==> src/rtl/mux_pkg.sv <==
// Shared definitions for the registered N-way select stage.
// Latency: n/a (types and constant helpers only).
// Backpressure: n/a.
package mux_pkg;

  // Occupancy state, encoded as {skid valid, main valid}.
  typedef enum logic [1:0] {
    ST_EMPTY = 2'b00,
    ST_ONE   = 2'b01,
    ST_FULL  = 2'b11
  } state_t;

  // $clog2(2) is 1 but $clog2(1) is 0; keep the select at least one bit wide.
  function automatic int safe_clog2(input int n);
    return (n <= 2) ? 1 : $clog2(n);
  endfunction

endpackage

==> src/rtl/skid_reg.sv <==
// One storage entry with a valid bit; clear wins over load.
// Latency: 1 cycle from load to q/valid.
// Backpressure: none internally; the parent decides when to load or clear.
module skid_reg #(
  parameter int W = 8
) (
  input  logic         clk,
  input  logic         rst,
  input  logic         load,
  input  logic         clear,
  input  logic [W-1:0] d,
  output logic [W-1:0] q,
  output logic         valid
);

  // Reset zeroes contents; clear drops only the valid bit so data need not toggle.
  always_ff @(posedge clk) begin
    if (rst) begin
      q     <= '0;
      valid <= 1'b0;
    end else if (clear) begin
      valid <= 1'b0;
    end else if (load) begin
      q     <= d;
      valid <= 1'b1;
    end
  end

endmodule

==> src/rtl/mux_nx1_pipe.sv <==
// N-input WIDTH-bit select with a registered, flow-controlled output and 2-entry skid.
// Latency: 1 cycle from accept to out_valid; 1 transfer/cycle while out_ready=1.
// Backpressure: in_ready is a flop that falls one cycle after out_ready drops; skid absorbs the in-flight entry.
module mux_nx1_pipe
  import mux_pkg::*;
#(
  parameter int WIDTH = 32,
  parameter int N     = 8,
  parameter int SEL_W = safe_clog2(N)
) (
  input  logic               clk,
  input  logic               rst,
  input  logic [N*WIDTH-1:0] in_data,
  input  logic [SEL_W-1:0]   sel,
  input  logic               in_valid,
  output logic               in_ready,
  input  logic               flush,
  output logic [WIDTH-1:0]   out_data,
  output logic [SEL_W-1:0]   out_sel,
  output logic               out_err,
  output logic               out_valid,
  input  logic               out_ready
);

  // Entry layout: {err, sel, data}.
  localparam int EW = WIDTH + SEL_W + 1;
  localparam logic [SEL_W-1:0] LAST_IDX = SEL_W'(N - 1);

  logic             sel_err;
  logic [SEL_W-1:0] idx;
  logic [WIDTH-1:0] lane_hit [N];
  logic [WIDTH-1:0] pick;
  logic [EW-1:0]    new_entry;
  logic [EW-1:0]    main_d;
  logic [EW-1:0]    main_q;
  logic [EW-1:0]    skid_q;
  logic             main_vld;
  logic             skid_vld;
  logic             main_load;
  logic             main_clr;
  logic             skid_load;
  logic             skid_clr;
  logic             in_ready_q;
  logic             acc;
  logic             drn;
  state_t           state;
  state_t           nxt_state;

  // Out-of-range selects fall back to the last input, like the default arm of a fixed case.
  assign sel_err = (32'(sel) >= 32'(N));
  assign idx     = sel_err ? LAST_IDX : sel;

  // One masked lane per input; at most one is non-zero.
  for (genvar k = 0; k < N; k++) begin : g_lane
    assign lane_hit[k] = (idx == SEL_W'(k)) ? in_data[k*WIDTH +: WIDTH] : '0;
  end

  // OR-reduce the masked lanes into the selected value.
  always_comb begin
    pick = '0;
    for (int k = 0; k < N; k++) begin
      pick = pick | lane_hit[k];
    end
  end

  assign new_entry = {sel_err, sel, pick};

  assign acc   = in_valid && in_ready_q;
  assign drn   = main_vld && out_ready;
  assign state = state_t'({skid_vld, main_vld});

  // Next-state and storage steering; flush overrides any accept or drain this cycle.
  always_comb begin
    nxt_state = state;
    main_load = 1'b0;
    main_clr  = 1'b0;
    main_d    = new_entry;
    skid_load = 1'b0;
    skid_clr  = 1'b0;
    if (flush) begin
      main_clr  = 1'b1;
      skid_clr  = 1'b1;
      nxt_state = ST_EMPTY;
    end else begin
      case (state)
        ST_EMPTY: begin
          if (acc) begin
            main_load = 1'b1;
            nxt_state = ST_ONE;
          end
        end
        ST_ONE: begin
          if (acc && drn) begin
            main_load = 1'b1;
          end else if (acc) begin
            skid_load = 1'b1;
            nxt_state = ST_FULL;
          end else if (drn) begin
            main_clr  = 1'b1;
            nxt_state = ST_EMPTY;
          end
        end
        ST_FULL: begin
          // in_ready is low here, so only a drain can move things.
          if (drn) begin
            main_load = 1'b1;
            main_d    = skid_q;
            skid_clr  = 1'b1;
            nxt_state = ST_ONE;
          end
        end
        default: begin
          // Skid-only is unreachable; recover to empty.
          main_clr  = 1'b1;
          skid_clr  = 1'b1;
          nxt_state = ST_EMPTY;
        end
      endcase
    end
  end

  // in_ready is registered from the next state so no input reaches it combinationally.
  always_ff @(posedge clk) begin
    if (rst) begin
      in_ready_q <= 1'b1;
    end else begin
      in_ready_q <= (nxt_state != ST_FULL);
    end
  end

  skid_reg #(.W(EW)) u_main (
    .clk   (clk),
    .rst   (rst),
    .load  (main_load),
    .clear (main_clr),
    .d     (main_d),
    .q     (main_q),
    .valid (main_vld)
  );

  skid_reg #(.W(EW)) u_skid (
    .clk   (clk),
    .rst   (rst),
    .load  (skid_load),
    .clear (skid_clr),
    .d     (new_entry),
    .q     (skid_q),
    .valid (skid_vld)
  );

  assign in_ready  = in_ready_q;
  assign out_valid = main_vld;
  assign out_data  = main_q[WIDTH-1:0];
  assign out_sel   = main_q[WIDTH +: SEL_W];
  assign out_err   = main_q[EW-1];

endmodule

==> config.mk <==
export PLATFORM = sky130hd
export DESIGN_NAME = mux_nx1_pipe
export DESIGN_NICKNAME = d
export VERILOG_FILES = /design/src/rtl/mux_pkg.sv /design/src/rtl/skid_reg.sv /design/src/rtl/mux_nx1_pipe.sv
export SDC_FILE = /design/constraint.sdc
export NUM_CORES = 1
export LEC_CHECK = 0
export CAP_MARGIN = 40
export CORE_MARGIN = 10
export CORE_UTILIZATION = 42
export CTS_BUF_LIST = sky130_fd_sc_hd__clkbuf_4 sky130_fd_sc_hd__clkbuf_8 sky130_fd_sc_hd__clkbuf_16
export DETAILED_ROUTE_END_ITERATION = 16
export GPL_TIMING_DRIVEN = 0
export PLACE_DENSITY = 0.88
export SLEW_MARGIN = 10
export SYNTH_ARGS = -nofsm -noshare
export SYNTH_HDL_FRONTEND = slang
export SYNTH_SLANG_ARGS = --single-unit
==> constraint.sdc <==
create_clock -name clk -period 2.68 [get_ports clk]
set_input_delay 0.804 -clock clk [delete_from_list [all_inputs] [get_ports clk]]
set_output_delay 0.804 -clock clk [all_outputs]
set_load 0.02 [all_outputs]
# After elaboration in Yosys (flattened, before gate mapping)
# Cells that the tools add are included.
# classes
add_sub_neg	0
mul	0
div_mod_pow	0
n_lt_le_gt_ge	0
n_eq_ne	10
n_shift	0
n_mux	32
n_bitwise	9
n_reduce_logical	11
# op_table
op	count
$mux 32	8
$or 32x32->32	7
$mux 35	2
$mux 36	1
$eq 3x3->1 const B	4
$mux 2	6
$mux 1	11
$reduce_or 2->1	4
$eq 3x2->1 const B	2
$pmux 2 s3	1
$pmux 1 s2	2
$reduce_and 2->1	2
$eq 3x1->1 const B	1
$logic_and 1x1->1	3
$logic_not 3->1	1
$pmux 1 s3	1
$eq 2x1->1 const B	1
$eq 2x2->1 const B	1
$logic_not 2->1	1
$ne 2x2->1 const B	1
$not 1->1	2
# word_totals
reg_bits	74
latch_bits	0
mem_bits_rw	0
rom_bits	0
inputBits	264
output_inout_bits	38
elab_cells	67
mem_count	0

# Longest topological paths before layout
# Gate-level depths: netlist (run 1).
# logic_depth
ltp_word	12
ltp_mapped	8
mapped_depth_nobuf	7

# Modules after synthesis
# From an unflattened synthesis (run 1), not the netlist that was laid out.
# hier_totals
cells_unflattened	630
hier_area_um2	6092.1
# by_module_without_submodules
module	instances	cells_each	area_each_um2	seq_area_each_um2
skid_reg	2	168	1709.1	740.7
mux_nx1_pipe	1	294	2673.8	20.0

# Least setup slack after synthesis (run 1)
# Ideal clock, no wire load.
# synth_path
path_type	input-to-reg
start	input sel[1]
end	register u_main.q[4]
setup_ps	128
t_arrival_ps	1933
required_ps	2552
path_slack_ps	619
path_stages	8
path_buffers	3
path_cell_list	buf_4 > buf_6 > buf_2 > mux4_2 > mux2i_1 > nand2_1 > o21ai_0 > o21ai_1
# synth_between
elab_chain_cells	12
elab_cells_between_ends	26
classes_between	eq/ne (7); mux (11); bitwise (7); reduce/logical (1)
# synth_rtl
element	line	rtl
start: declaration	mux_nx1_pipe.sv:14	input logic [SEL_W-1:0] sel,
$eq 3x1->1 or $logic_not 3->1 (tied branches)	mux_nx1_pipe.sv:55	assign lane_hit[k] = (idx == SEL_W'(k)) ? in_data[k*WIDTH +: WIDTH] : '0;
$mux 32	mux_nx1_pipe.sv:55	
$or 32x32->32 (6 in series)	mux_nx1_pipe.sv:62	pick = pick | lane_hit[k];
$or 32x32->32 (*)	mux_nx1_pipe.sv:62	
$mux 35	mux_nx1_pipe.sv:105	if (drn) begin
$mux 35	mux_nx1_pipe.sv:85	case (state)
$mux 36 (*)	mux_nx1_pipe.sv:80	if (flush) begin
end signal: assignment	skid_reg.sv:19	q <= '0;
end signal: assignment	skid_reg.sv:24	q <= d;
end: declaration	skid_reg.sv:12	output logic [W-1:0] q,
# Mark *: on every way between the ends. The rest lies on a longest branch, timed or not.
# A chain may end at the register's enable or synchronous reset.

# Worst setup path in the final report (run 1)
# layout_path
start	input flush
end	register u_main.q[6]
# layout_between
elab_chain_cells	3
elab_cells_between_ends	5
classes_between	mux (3); bitwise (1); reduce/logical (1)
# layout_rtl
element	line	rtl
start: declaration	mux_nx1_pipe.sv:17	input logic flush,
$mux 1	mux_nx1_pipe.sv:80	
$not 1->1 (no source line)	n/a	
$reduce_and 2->1 (no source line)	n/a	
# Several ways; a longest one is shown, not always the timed one.

==> qor_table.md, run 1 <==
| Quantity | This run | Unit |
|:---|:---|:---|
| Average size of a mapped cell | 9.16 | um^2 |
| Dpl hpwl | 20.0 | mm |
| Resized Gates After CTS | 0 | - |
| Area growth syn-to-layout | 68.4 | % |
| TritonCTS clock tree | done | - |
| Setup repair after global routing missed its margin | no | - |
| Cell types with the highest counts after synthesis | dfxtp_1 (73), nand2_1 (63), mux2i_1 (60), nor2_1 (56), a211oi_1 (38) | - |
| Total count of max-transition violations in the final report | 0 | - |
| FILL cells | 930 | - |
| Hold-fix buffers, CTS | 0 | - |
| Core area | 12,000 | um^2 |
| Synthesized instance count | 561 | - |
| Worst endpoint required time | 2.96 | ns |
| Aggregate global-route resource usage | 27.4 | % |
| Critical path launch point type | input pin | - |
| Chip height | 131 | um |
| Area after detailed placement | 8300 | um^2 |
| Remaining number of nets flagged by the antenna check after routing | 0 | - |
| Outcome | complete, no violations | - |
| Port-buffer cells | 298 | - |
| Cell at the root of the clock tree | clkbuf_16 | - |
| Total wirelength of the detailed-routed design | 24.2 | mm |
| Final worst-path cycle share | 97.5 | % |
| Cell types with the largest area share after synthesis | dfxtp_1 (28%), mux4_2 (12%), mux2i_1 (12%) | - |
| Largest net degree at the start of global routing | 14 | - |
| Setup WS pre-CTS | -0.208 | ns |
| Yosys top cell by area | dfxtp_1 | - |
| Overall power after layout | 3.63 | mW |
| Number of max-cap violations | 0 | - |
| Headroom to the max-slew limit | 61.6 | % |
| Synthesized net count | 829 | - |
| Sequential area share after synthesis | 28.4 | % |
| Worst min path class | reg -> reg | - |
| Via density per instance | 5.76 | - |
| Synthesized flop and latch total | 73 | - |
| Total global routing overflow | 0 | - |
| Initial core utilization | 42.8 | % |
| LEAKAGE | 3.33 | nW |
| Die Width | 131 | um |
| Number of primary I/O pins | 302 | - |
| Maximum operating frequency | 383 | MHz |
| Final Hold Slack | 0.444 | ns |
| Hold Fails Final Rpt | 0 | - |
| Number of unique standard cell types used by synthesis | 53 | - |
| Layout cells sized above 1 | 11.9 | % |
| Final worst path period need | 2.61 | ns |
| Data arrival time of the worst path | 2.89 | ns |
| Number of synthesized flops with an enable pin | 0 | - |
| Global-route wire length before repair | 35.6 | mm |
| Routed length per instance | 23.6 | um |
| DRC errors left | 0 | - |
| CTS Buffer Depth | 2 | - |
| Peak VDD IR | 0.358 | mV |
| Starting DRC count in detailed routing | 447 | - |
| Row cnt | 40 | - |
| Share of synthesized flip-flops with an asynchronous set or reset | 0 | % |
| Clock slew at the register clock pins of the worst setup and hold paths | 0.06 | ns |
| Weighted congestion at the end of routability-driven global placement | 0.951 | - |
| Final cell area excluding filler cells | 8650 | um^2 |
| Warnings, synthesis | 0 | - |
| Maximum level of the CTS H-tree | 3 | - |
| P per Cell Area | 420 | nW/um^2 |
| Final worst clock skew | 0.00810 | ns |
| Routed vias | 5,896 | - |
| Area enclosed by the die boundary | 17,100 | um^2 |
| Max FO, Critical Path | 10 | - |
| Number of global-route vias before repair | 6,144 | - |
| Finish-stage setup viols | 0 | - |
| Share of the synthesized area in the top cell type | 28.4 | % |
| Area of the multi-input gates | 3330 | um^2 |
| Number of buffers inserted to repair setup after CTS | 0 | - |
| Number of nets in the layout | 1,138 | - |
| Capturing element type of the critical path | flip-flop | - |
| Most numerous cell in the Yosys netlist | dfxtp_1 | - |
| Router iterations before antenna repair | 5 | - |
| Number of buffers added by the clock tree synthesis step | 9 | - |
| Smallest setup slack after layout | 0.0670 | ns |
| Initial antenna violation count | 1 | - |
| Clock tree sinks | 73 | - |
| Slew of the pin with the lowest slew margin | 0.576 | ns |
| Footprint of the flip-flops and latches | 1460 | um^2 |
| Class of the most critical setup path | in -> reg | - |
| Leading register cell type out of synthesis | dfxtp_1 | - |
| Clock latency of the later-clocked register in the worst-skew pair | 0.33 | ns |
| Post-Syn Area | 5140 | um^2 |
## path summary, 6_finish.rpt
path           startpoint           end  slack, ns  cells past startpoint
max                 flush   u_main.q[6]       0.07                      6
min          u_main.q[15]  u_main.q[15]       0.44                      2
max reg2reg  u_main.valid   u_main.q[6]       0.31                      7
min reg2reg  u_main.q[15]  u_main.q[15]       0.44                      2
## registers in the layout (all words and copies together) (netlist names)
signal	flops
u_skid.valid	1
u_main.valid	1
u_main.q	35
u_skid.q	35
in_ready	1
## worst max-delay path, stage by stage
cell and delay (ns):
clkdlybuf4s50_1 0.55, nor3_1 0.42, nand4_1 0.27, clkbuf_1 0.34
a211oi_1 0.39, a21o_1 0.12
## where the power goes
part | switching [mW] | internal, mW | leakage, nW | total (mW)
Sequential | 0.0270 | 1.13 | 0.593 | 1.16
Clock | 0.470 | 0.911 | 0.170 | 1.38
Combinational | 0.452 | 0.638 | 2.57 | 1.09
## per-layer routing
metal / GRT usage [%] / vias up / wire length [um]
met1: 32.0 / 2843 / 9190
met4: 8.70 / 0 / 578
li1: - / 2742 / -
met2: 47.5 / 276 / 12400
met5: 0 / - / 0
met3: 7.57 / 35 / 2000
## cells by family (layout without fill, tap and decap cells)
kind of cell,count (synthesis),count (layout),synth area share (%)
muxes,92,92,24.8
DFF,73,73,28.4
adders and majority gates,5,5,1.17
AOI/OAI and AO/OA,160,160,22.5
buffers and inverters,54,368,6.82
other,1,3,0.0730
and+or+nand+nor,176,176,16.1
## through the flow
step / instances / util, % / TNS (ns)
after floorplan: 561 / - / 0
after global placement: 1006 / 69.1 / -1.07
after detailed placement: 1006 / 69.1 / -2.39
after CTS: 1022 / 72.0 / 0
after global routing: 1023 / 72.0 / 0
final: 1024 / 72.0 / 0
## cell type report
| class | instances | share of cell area, % |
|---|---|---|
| tap | 147 | 2.13 |
| multi-input combinational | 434 | 38.4 |
| buffer | 51 | 3.92 |
| clock inverter | 7 | 1.36 |
| timing repair buffer | 298 | 34.5 |
| antenna | 2 | 0.0578 |
| clock buffer | 9 | 2.60 |
| sequential | 73 | 16.9 |
| inverter | 3 | 0.130 |
## cell usage in the layout (no fill, tap or decap), types with 6 or more instances in the layout
cell type / synthesis / final
a211oi_1: 38 / 38
buf_2: 13 / 13
nor2b_1: 8 / 8
clkdlybuf4s50_1: 0 / 298
mux4_2: 28 / 28
o21ai_0: 17 / 17
a32oi_1: 7 / 7
mux2i_1: 60 / 60
a21oi_1: 10 / 10
o22a_1: 9 / 9
nand2_1: 63 / 63
clkbuf_1: 13 / 13
o211ai_1: 8 / 8
dfxtp_1: 73 / 73
o21ai_1: 25 / 25
nor3_1: 18 / 18
clkbuf_16: 0 / 9
a21o_1: 8 / 8
nor2_1: 56 / 56
o31ai_1: 6 / 6
buf_6: 11 / 11
buf_4: 13 / 13
nand3_1: 7 / 7
a22oi_1: 10 / 10
No activity file was read; power rests on OpenSTA's default activity.
==> run 2, diff against run 1 <==
CORE_ASPECT_RATIO = 1.4   (was default)
CORE_UTILIZATION = 26   (was 42)
PLACE_DENSITY = default   (was 0.88)
==> run 2 against run 1 <==
First-iteration DRC count decreased by 29%. Count of clock-buffer cells in the layout grew 1. Clock skew fell by 0.0040 ns. Combinational power is essentially flat. Global-route usage decreased by 8.8 points. Total power decreased by 4.4%. Largest cell class unchanged. Sequential power hardly changed. Core utilization down 27 points.
==> qor_table.md, run 2 (synthesis gave the netlist of run 1 again) <==
| Quantity | This run | Unit | vs previous |
|:---|:---|:---|:---|
| Core area | 19,400 | um^2 | was 12,000 um^2 |
| Worst endpoint required time | 2.89 | ns | was 2.96 ns |
| Sw power | 950 | uW | was 949 uW |
| Aggregate global-route resource usage | 18.6 | % | was 27.4% |
| Overall power after layout | 3.47 | mW | was 3.63 mW |
| Final worst clock skew | 0.00407 | ns | was 0.00810 ns |
| Peak VDD IR | 0.271 | mV | was 0.358 mV |
| Fin cells | 1,124 | - | was 1,024 |
| Maximum operating frequency | 393 | MHz | was 383 MHz |
| Most common cell after layout, fill and taps aside | clkdlybuf4s50_1 | - | unchanged |
| Setup repair after global routing missed its margin | no | - | unchanged |
| P per Cell Area | 396 | nW/um^2 | was 420 nW/um^2 |
| Global-route wire length before repair | 37.6 | mm | was 35.6 mm |
| Cell seen most often among critical-path stages | o21ai_1 | - |  |
| Capturing element type of the critical path | flip-flop | - | unchanged |
| Area growth syn-to-layout | 70.4 | % | was 68.4% |
| Router iterations before antenna repair | 5 | - | unchanged |
| Uppermost metal layer occupied by signal nets | met4 | - | unchanged |
| Hold-fix buffers, CTS | 0 | - | unchanged |
| Hold Fails Final Rpt | 0 | - | unchanged |
| Starting DRC count in detailed routing | 319 | - | was 447 |
| Number of primary I/O pins | 302 | - | unchanged |
| Initial antenna violation count | 1 | - | unchanged |
| Setup WS pre-CTS | -0.318 | ns | was -0.208 ns |
| Chip height | 186 | um | was 131 um |
| Clock network power share | 35.1 | % | was 38.0% |
| Cells traversed along the worst timing path | clkdlybuf4s50_1, nand3_1, or2_2, buf_2, buf_1, o21ai_1, o21ai_1 | - | was clkdlybuf4s50_1, nor3_1, nand4_1, clkbuf_1, a211oi_1, a21o_1 |
| DRC errors left | 0 | - | unchanged |
| Registers with the most flip-flops | u_main.q (35), u_skid.q (35) | - | unchanged |
| TritonCTS clock tree | done | - | unchanged |
| Number of buffers inserted to repair setup after CTS | 0 | - | unchanged |
| Total count of max-transition violations in the final report | 0 | - | unchanged |
| Cell at the root of the clock tree | clkbuf_16 | - | unchanged |
| Sum of routed wire segments on met1 | 9.67 | mm | was 9.19 mm |
| Routed length per instance | 22.4 | um | was 23.6 um |
| CTS Buffer Depth | 2 | - | unchanged |
| Row cnt | 60 | - | was 40 |
| Sequential group share of total power | 33.4 | % | was 31.9% |
| Class of the most critical setup path | in -> reg | - | unchanged |
| Number of max-cap violations | 0 | - | unchanged |
| Number of global-route vias before repair | 6,015 | - | was 6,144 |
| Routed vias | 5,640 | - | was 5,896 |
| Slowest stage delay, CP | 0.54 | ns | was 0.55 ns |
| Layout cells sized above 1 | 12.3 | % | was 11.9% |
| Final worst-path cycle share | 94.9 | % | was 97.5% |
| Clock tree sinks | 73 | - | unchanged |
| Outcome | complete, no violations | - | unchanged |
| Final worst path period need | 2.54 | ns | was 2.61 ns |
| Total global routing overflow | 0 | - | unchanged |
| Largest net degree at the start of global routing | 14 | - | unchanged |
| Total instance count after detailed placement | 1,107 | - | was 1,006 |
| LEAKAGE | 3.31 | nW | was 3.33 nW |
| Via density per instance | 5.02 | - | was 5.76 |
| Detail Route met3 WL | 1.42 | mm | was 2.00 mm |
| Fraction of power spent switching nets | 27.4 | % | was 26.1% |
| Initial core utilization | 26.5 | % | was 42.8% |
| Max FO, Critical Path | 10 | - | unchanged |
| Total wirelength of the detailed-routed design | 25.2 | mm | was 24.2 mm |
| Clock latency of the later-clocked register in the worst-skew pair | 0.33 | ns | about the same |
| Slowest stage cell, crit path | clkdlybuf4s50_1 | - | unchanged |
| Most frequent cells in the layout | clkdlybuf4s50_1 (298), dfxtp_1 (73), nand2_1 (62) | - | was clkdlybuf4s50_1 (298), dfxtp_1 (73), nand2_1 (63) |
| Slew of the pin with the lowest slew margin | 0.606 | ns | was 0.576 ns |
| Critical path launch point type | input pin | - | unchanged |
| Share of power burned in combinational logic | 31.6 | % | was 30.0% |
| Finish-stage setup viols | 0 | - | unchanged |
| Smallest setup slack after layout | 0.138 | ns | was 0.0670 ns |
| Remaining number of nets flagged by the antenna check after routing | 0 | - | unchanged |
| Final Hold Slack | 0.447 | ns | was 0.444 ns |
| Weighted congestion at the end of routability-driven global placement | 0.874 | - | was 0.951 |
| Clock slew at the register clock pins of the worst setup and hold paths | 0.06 | ns | about the same |
| Number of buffers added by the clock tree synthesis step | 9 | - | unchanged |
| Port-buffer cells | 298 | - | unchanged |
| Die Width | 139 | um | was 131 um |
| Data arrival time of the worst path | 2.75 | ns | was 2.89 ns |
| Area enclosed by the die boundary | 25,900 | um^2 | was 17,100 um^2 |
| Internal Pwr Total | 2.52 | mW | was 2.68 mW |
| Routed wl met2 | 13.6 | mm | was 12.4 mm |
| Final core utilization | 45.2 | % | was 72.0% |
| Maximum level of the CTS H-tree | 3 | - | unchanged |
| Dpl hpwl | 21.9 | mm | was 20.0 mm |
| Worst min path class | reg -> reg | - | unchanged |
| Number of nets in the layout | 1,138 | - | unchanged |
| Headroom to the max-slew limit | 59.6 | % | was 61.6% |
==> run 2: area by class of cell <==
type                    count  area [um^2]
inverters                   3         11.3
multi-input cells         434         3340
clock inverters             6         66.3
flip-flops and latches     73         1460
plain buffers              51          343
well taps                 248          310
repair buffers            298         2980
fillers                  1969        10600
diodes                      1         2.50
clock buffers              10          239
==> run 2: path summary, 6_finish.rpt <==
check | from | end | slack (ns) | depth (start not counted)
max | out_ready | u_main.q[4] | 0.14 | 7
min | u_main.q[8] | u_main.q[8] | 0.45 | 2
max reg2reg | u_main.valid | u_main.q[6] | 0.48 | 7
min reg2reg | u_main.q[8] | u_main.q[8] | 0.45 | 2
==> run 2: routing by layer <==
layer | up-vias | global-route usage [%]
li1 | 2736 | -
met1 | 2688 | 20.2
met2 | 196 | 34.9
met3 | 20 | 3.81
met4 | 0 | 5.35
met5 | - | 0
==> run 2: metrics by stage <==
stage          TNS [ns]  instance area, um^2
2_1_floorplan         0                 5140
3_3_place_gp      -7.19                 8430
3_5_place_dp      -7.79                 8430
4_1_cts               0                 8740
5_1_grt               0                 8750
6_report              0                 8750
==> run 2: timing repair <==
item,in CTS,in global routing
setup endpoints to repair,0,13
resized for setup,0,7
hold endpoints to repair,0,0
==> run 2: worst max-delay path: cells and delay by family <==
kind,cells,cell delay (ns)
AO/OA/AOI/OAI,2,0.38
buffers and inverters,3,1.02
AND/OR/NAND/NOR,2,0.54
==> run 2: power by group through the flow <==
stage | clock network [mW] | logic [mW] | registers, mW
2_1_floorplan | 0 | 0.442 | 1.22
3_3_place_gp | 0 | 1.09 | 1.18
3_5_place_dp | 0 | 1.10 | 1.18
4_1_cts | 1.24 | 1.10 | 1.16
5_1_grt | 1.29 | 1.18 | 1.16
6_report | 1.22 | 1.09 | 1.16
==> run 3, diff against run 2 <==
CORE_UTILIZATION = 35   (was 26)
PLACE_DENSITY = 0.75   (was default)
==> run 3 against run 2 <==
Count of clock-buffer cells in the layout up 1. Largest cell class unchanged. Largest power group unchanged. Sequential power about the same. Die area down 23%. Highest routed layer unchanged. Flip-flop and latch count unchanged.
==> qor_table.md, run 3 (synthesis gave the netlist of run 1 again) <==
| Quantity | This run | Unit | vs previous |
|:---|:---|:---|:---|
| Outcome | complete, no violations | - | unchanged |
| Final worst-path cycle share | 95.8 | % | was 94.9% |
| Uppermost metal layer occupied by signal nets | met4 | - | unchanged |
| FILL cells | 1,300 | - | was 1,969 |
| Router iterations before antenna repair | 4 | - | was 5 |
| Aggregate global-route resource usage | 22.7 | % | was 18.6% |
| Peak VDD IR | 0.388 | mV | was 0.271 mV |
| Accumulated negative setup slack | 0 | ns | unchanged |
| Fraction of power spent switching nets | 26.3 | % | was 27.4% |
| Global-route wire length before repair | 34.6 | mm | was 37.6 mm |
| Headroom to the max-slew limit | 65.5 | % | was 59.6% |
| Terminating pin of the worst hold path | u_main.q[3] | - | was u_main.q[8] |
| Area after detailed placement | 8360 | um^2 | was 8430 um^2 |
| Area of the multi-input gates | 3330 | um^2 | was 3340 um^2 |
| Starting DRC count in detailed routing | 233 | - | was 319 |
| Port-buffer cells | 298 | - | unchanged |
| Maximum level of the CTS H-tree | 3 | - | unchanged |
| Slew of the pin with the lowest slew margin | 0.518 | ns | was 0.606 ns |
| Class of the most critical setup path | in -> reg | - | unchanged |
| Sum of routed wire segments on met1 | 8.85 | mm | was 9.67 mm |
| Initial core utilization | 35.6 | % | was 26.5% |
| Die Width | 122 | um | was 139 um |
| Maximum operating frequency | 390 | MHz | was 393 MHz |
| Clock network power share | 34.4 | % | was 35.1% |
| Core area | 14,400 | um^2 | was 19,400 um^2 |
| Count of cells along the worst register-to-register path | 7 | - | unchanged |
| Weighted congestion at the end of routability-driven global placement | 0.874 | - | about the same |
| DRC errors left | 0 | - | unchanged |
| Number of max-cap violations | 0 | - | unchanged |
| Number of primary I/O pins | 302 | - | unchanged |
| Layout cells sized above 1 | 11.8 | % | was 12.3% |
| Number of global-route vias before repair | 6,054 | - | was 6,015 |
| Clock latency of the later-clocked register in the worst-skew pair | 0.34 | ns | was 0.33 ns |
| Number of buffers inserted to repair setup after CTS | 0 | - | unchanged |
| TritonCTS clock tree | done | - | unchanged |
| Clock slew at the register clock pins of the worst setup and hold paths | 0.05 | ns | was 0.06 ns |
| Finish-stage setup viols | 0 | - | unchanged |
| CTS Buffer Depth | 2 | - | unchanged |
| LEAKAGE | 3.30 | nW | was 3.31 nW |
| Initial antenna violation count | 0 | - | was 1 |
| Resized Gates After CTS | 0 | - | unchanged |
| Sequential group share of total power | 33.9 | % | was 33.4% |
| Cells traversed along the worst timing path | clkdlybuf4s50_1, nand3_1, or2_2, buf_2, buf_1, o21ai_0, o21ai_1 | - | was clkdlybuf4s50_1, nand3_1, or2_2, buf_2, buf_1, o21ai_1, o21ai_1 |
| Number of buffers added by the clock tree synthesis step | 9 | - | unchanged |
| FF-to-FF Start | u_main.valid | - | unchanged |
| Startpoint of the worst setup timing path | out_ready | - | unchanged |
| Sw power | 900 | uW | was 950 uW |
| Area growth syn-to-layout | 68.4 | % | was 70.4% |
| Max FO, Critical Path | 10 | - | unchanged |
| Overall power after layout | 3.41 | mW | was 3.47 mW |
| Slowest stage delay, CP | 0.53 | ns | was 0.54 ns |
| Hold Fails Final Rpt | 0 | - | unchanged |
| Most common cell after layout, fill and taps aside | clkdlybuf4s50_1 | - | unchanged |
| Clock tree sinks | 73 | - | unchanged |
| Critical path launch point type | input pin | - | unchanged |
| Hold Path Stages | 2 | - | unchanged |
| Chip height | 163 | um | was 186 um |
| P per Cell Area | 395 | nW/um^2 | was 396 nW/um^2 |
| Area enclosed by the die boundary | 20,000 | um^2 | was 25,900 um^2 |
| Reg2Reg Capture Point | u_main.q[6] | - | unchanged |
| Final Hold Slack | 0.446 | ns | was 0.447 ns |
| Routed wl met2 | 12.3 | mm | was 13.6 mm |
| Internal Pwr Total | 2.51 | mW | was 2.52 mW |
| Largest net degree at the start of global routing | 12 | - | was 14 |
| Routed length per instance | 22.0 | um | was 22.4 um |
| Remaining number of nets flagged by the antenna check after routing | 0 | - | unchanged |
| Routed vias | 5,645 | - | was 5,640 |
| Count of antenna diodes in the layout | 0 | - | was 1 |
| Number of nets in the layout | 1,138 | - | unchanged |
| Data arrival time of the worst path | 2.78 | ns | was 2.75 ns |
| Detail Route met3 WL | 1.57 | mm | was 1.42 mm |
| Hold-fix buffers, CTS | 0 | - | unchanged |
| Final worst clock skew | 0.00526 | ns | was 0.00407 ns |
| Setup repair after global routing missed its margin | no | - | unchanged |
| Capturing element type of the critical path | flip-flop | - | unchanged |
| Worst min path class | reg -> reg | - | unchanged |
| Registers with the most flip-flops | u_main.q (35), u_skid.q (35) | - | unchanged |
| Final worst path period need | 2.57 | ns | was 2.54 ns |
| Total global routing overflow | 0 | - | unchanged |
| Critical hold path startpoint | u_main.q[3] | - | was u_main.q[8] |
| Footprint of the flip-flops and latches | 1460 | um^2 | unchanged |
| Via density per instance | 5.32 | - | was 5.02 |
| Most frequent cells in the layout | clkdlybuf4s50_1 (298), dfxtp_1 (73), nand2_1 (63) | - | was clkdlybuf4s50_1 (298), dfxtp_1 (73), nand2_1 (62) |
| Cell at the root of the clock tree | clkbuf_16 | - | unchanged |
| Dpl hpwl | 20.2 | mm | was 21.9 mm |
| Worst endpoint required time | 2.89 | ns | about the same |
| Total count of max-transition violations in the final report | 0 | - | unchanged |
| Slowest stage cell, crit path | clkdlybuf4s50_1 | - | unchanged |
| Setup slack on the worst flop-to-flop path | 0.37 | ns | was 0.48 ns |
| Share of power burned in combinational logic | 31.6 | % | about the same |
| Final core utilization | 59.9 | % | was 45.2% |
| Total wirelength of the detailed-routed design | 23.4 | mm | was 25.2 mm |
| Final cell area excluding filler cells | 8650 | um^2 | was 8750 um^2 |
| Row cnt | 52 | - | was 60 |
-- run 3: how the worst max path moves through the flow --
stage,cells after the start,slack (ns),end
floorplan,8,0.62,u_main.q[4]
CTS,6,0.10,u_main.q[6]
detailed placement,6,-0.24,u_main.q[6]
global placement,6,-0.24,u_main.q[6]
global route,7,0.007,u_main.q[6]
finish,7,0.11,u_main.q[4]
-- run 3: final cells by class --
type,instances,area share (%)
timing repair buffer,298,34.5
clock inverter,3,0.492
multi-input combinational,434,38.5
inverter,3,0.130
buffer,51,3.92
clock buffer,11,2.85
sequential,73,16.9
tap,189,2.73
-- run 3: stage by stage --
stage	instances	setup slack [ns]
CTS	1062	0.103
global route	1062	0.00655
finish	1062	0.113
detailed placement	1048	-0.240
floorplan	561	0.619
global placement	1048	-0.243
-- run 3: critical path, delay by kind of cell --
kind / cells / cell delay, ns
buffers and inverters: 3 / 0.99
AOI/OAI and AO/OA: 2 / 0.46
and+or+nand+nor: 2 / 0.53
-- run 3: layer usage --
layer | track usage, % | vias up
li1 | - | 2734
met1 | 24.8 | 2664
met2 | 40.7 | 215
met3 | 5.91 | 32
met4 | 8.38 | 0
met5 | 0 | -
-- run 3: power by group through the flow --
stage / sequential (mW) / clock, mW / combinational (mW)
2_1_floorplan: 1.22 / 0 / 0.442
3_3_place_gp: 1.18 / 0 / 1.07
3_5_place_dp: 1.18 / 0 / 1.08
4_1_cts: 1.16 / 1.19 / 1.08
5_1_grt: 1.16 / 1.23 / 1.15
6_report: 1.16 / 1.18 / 1.08
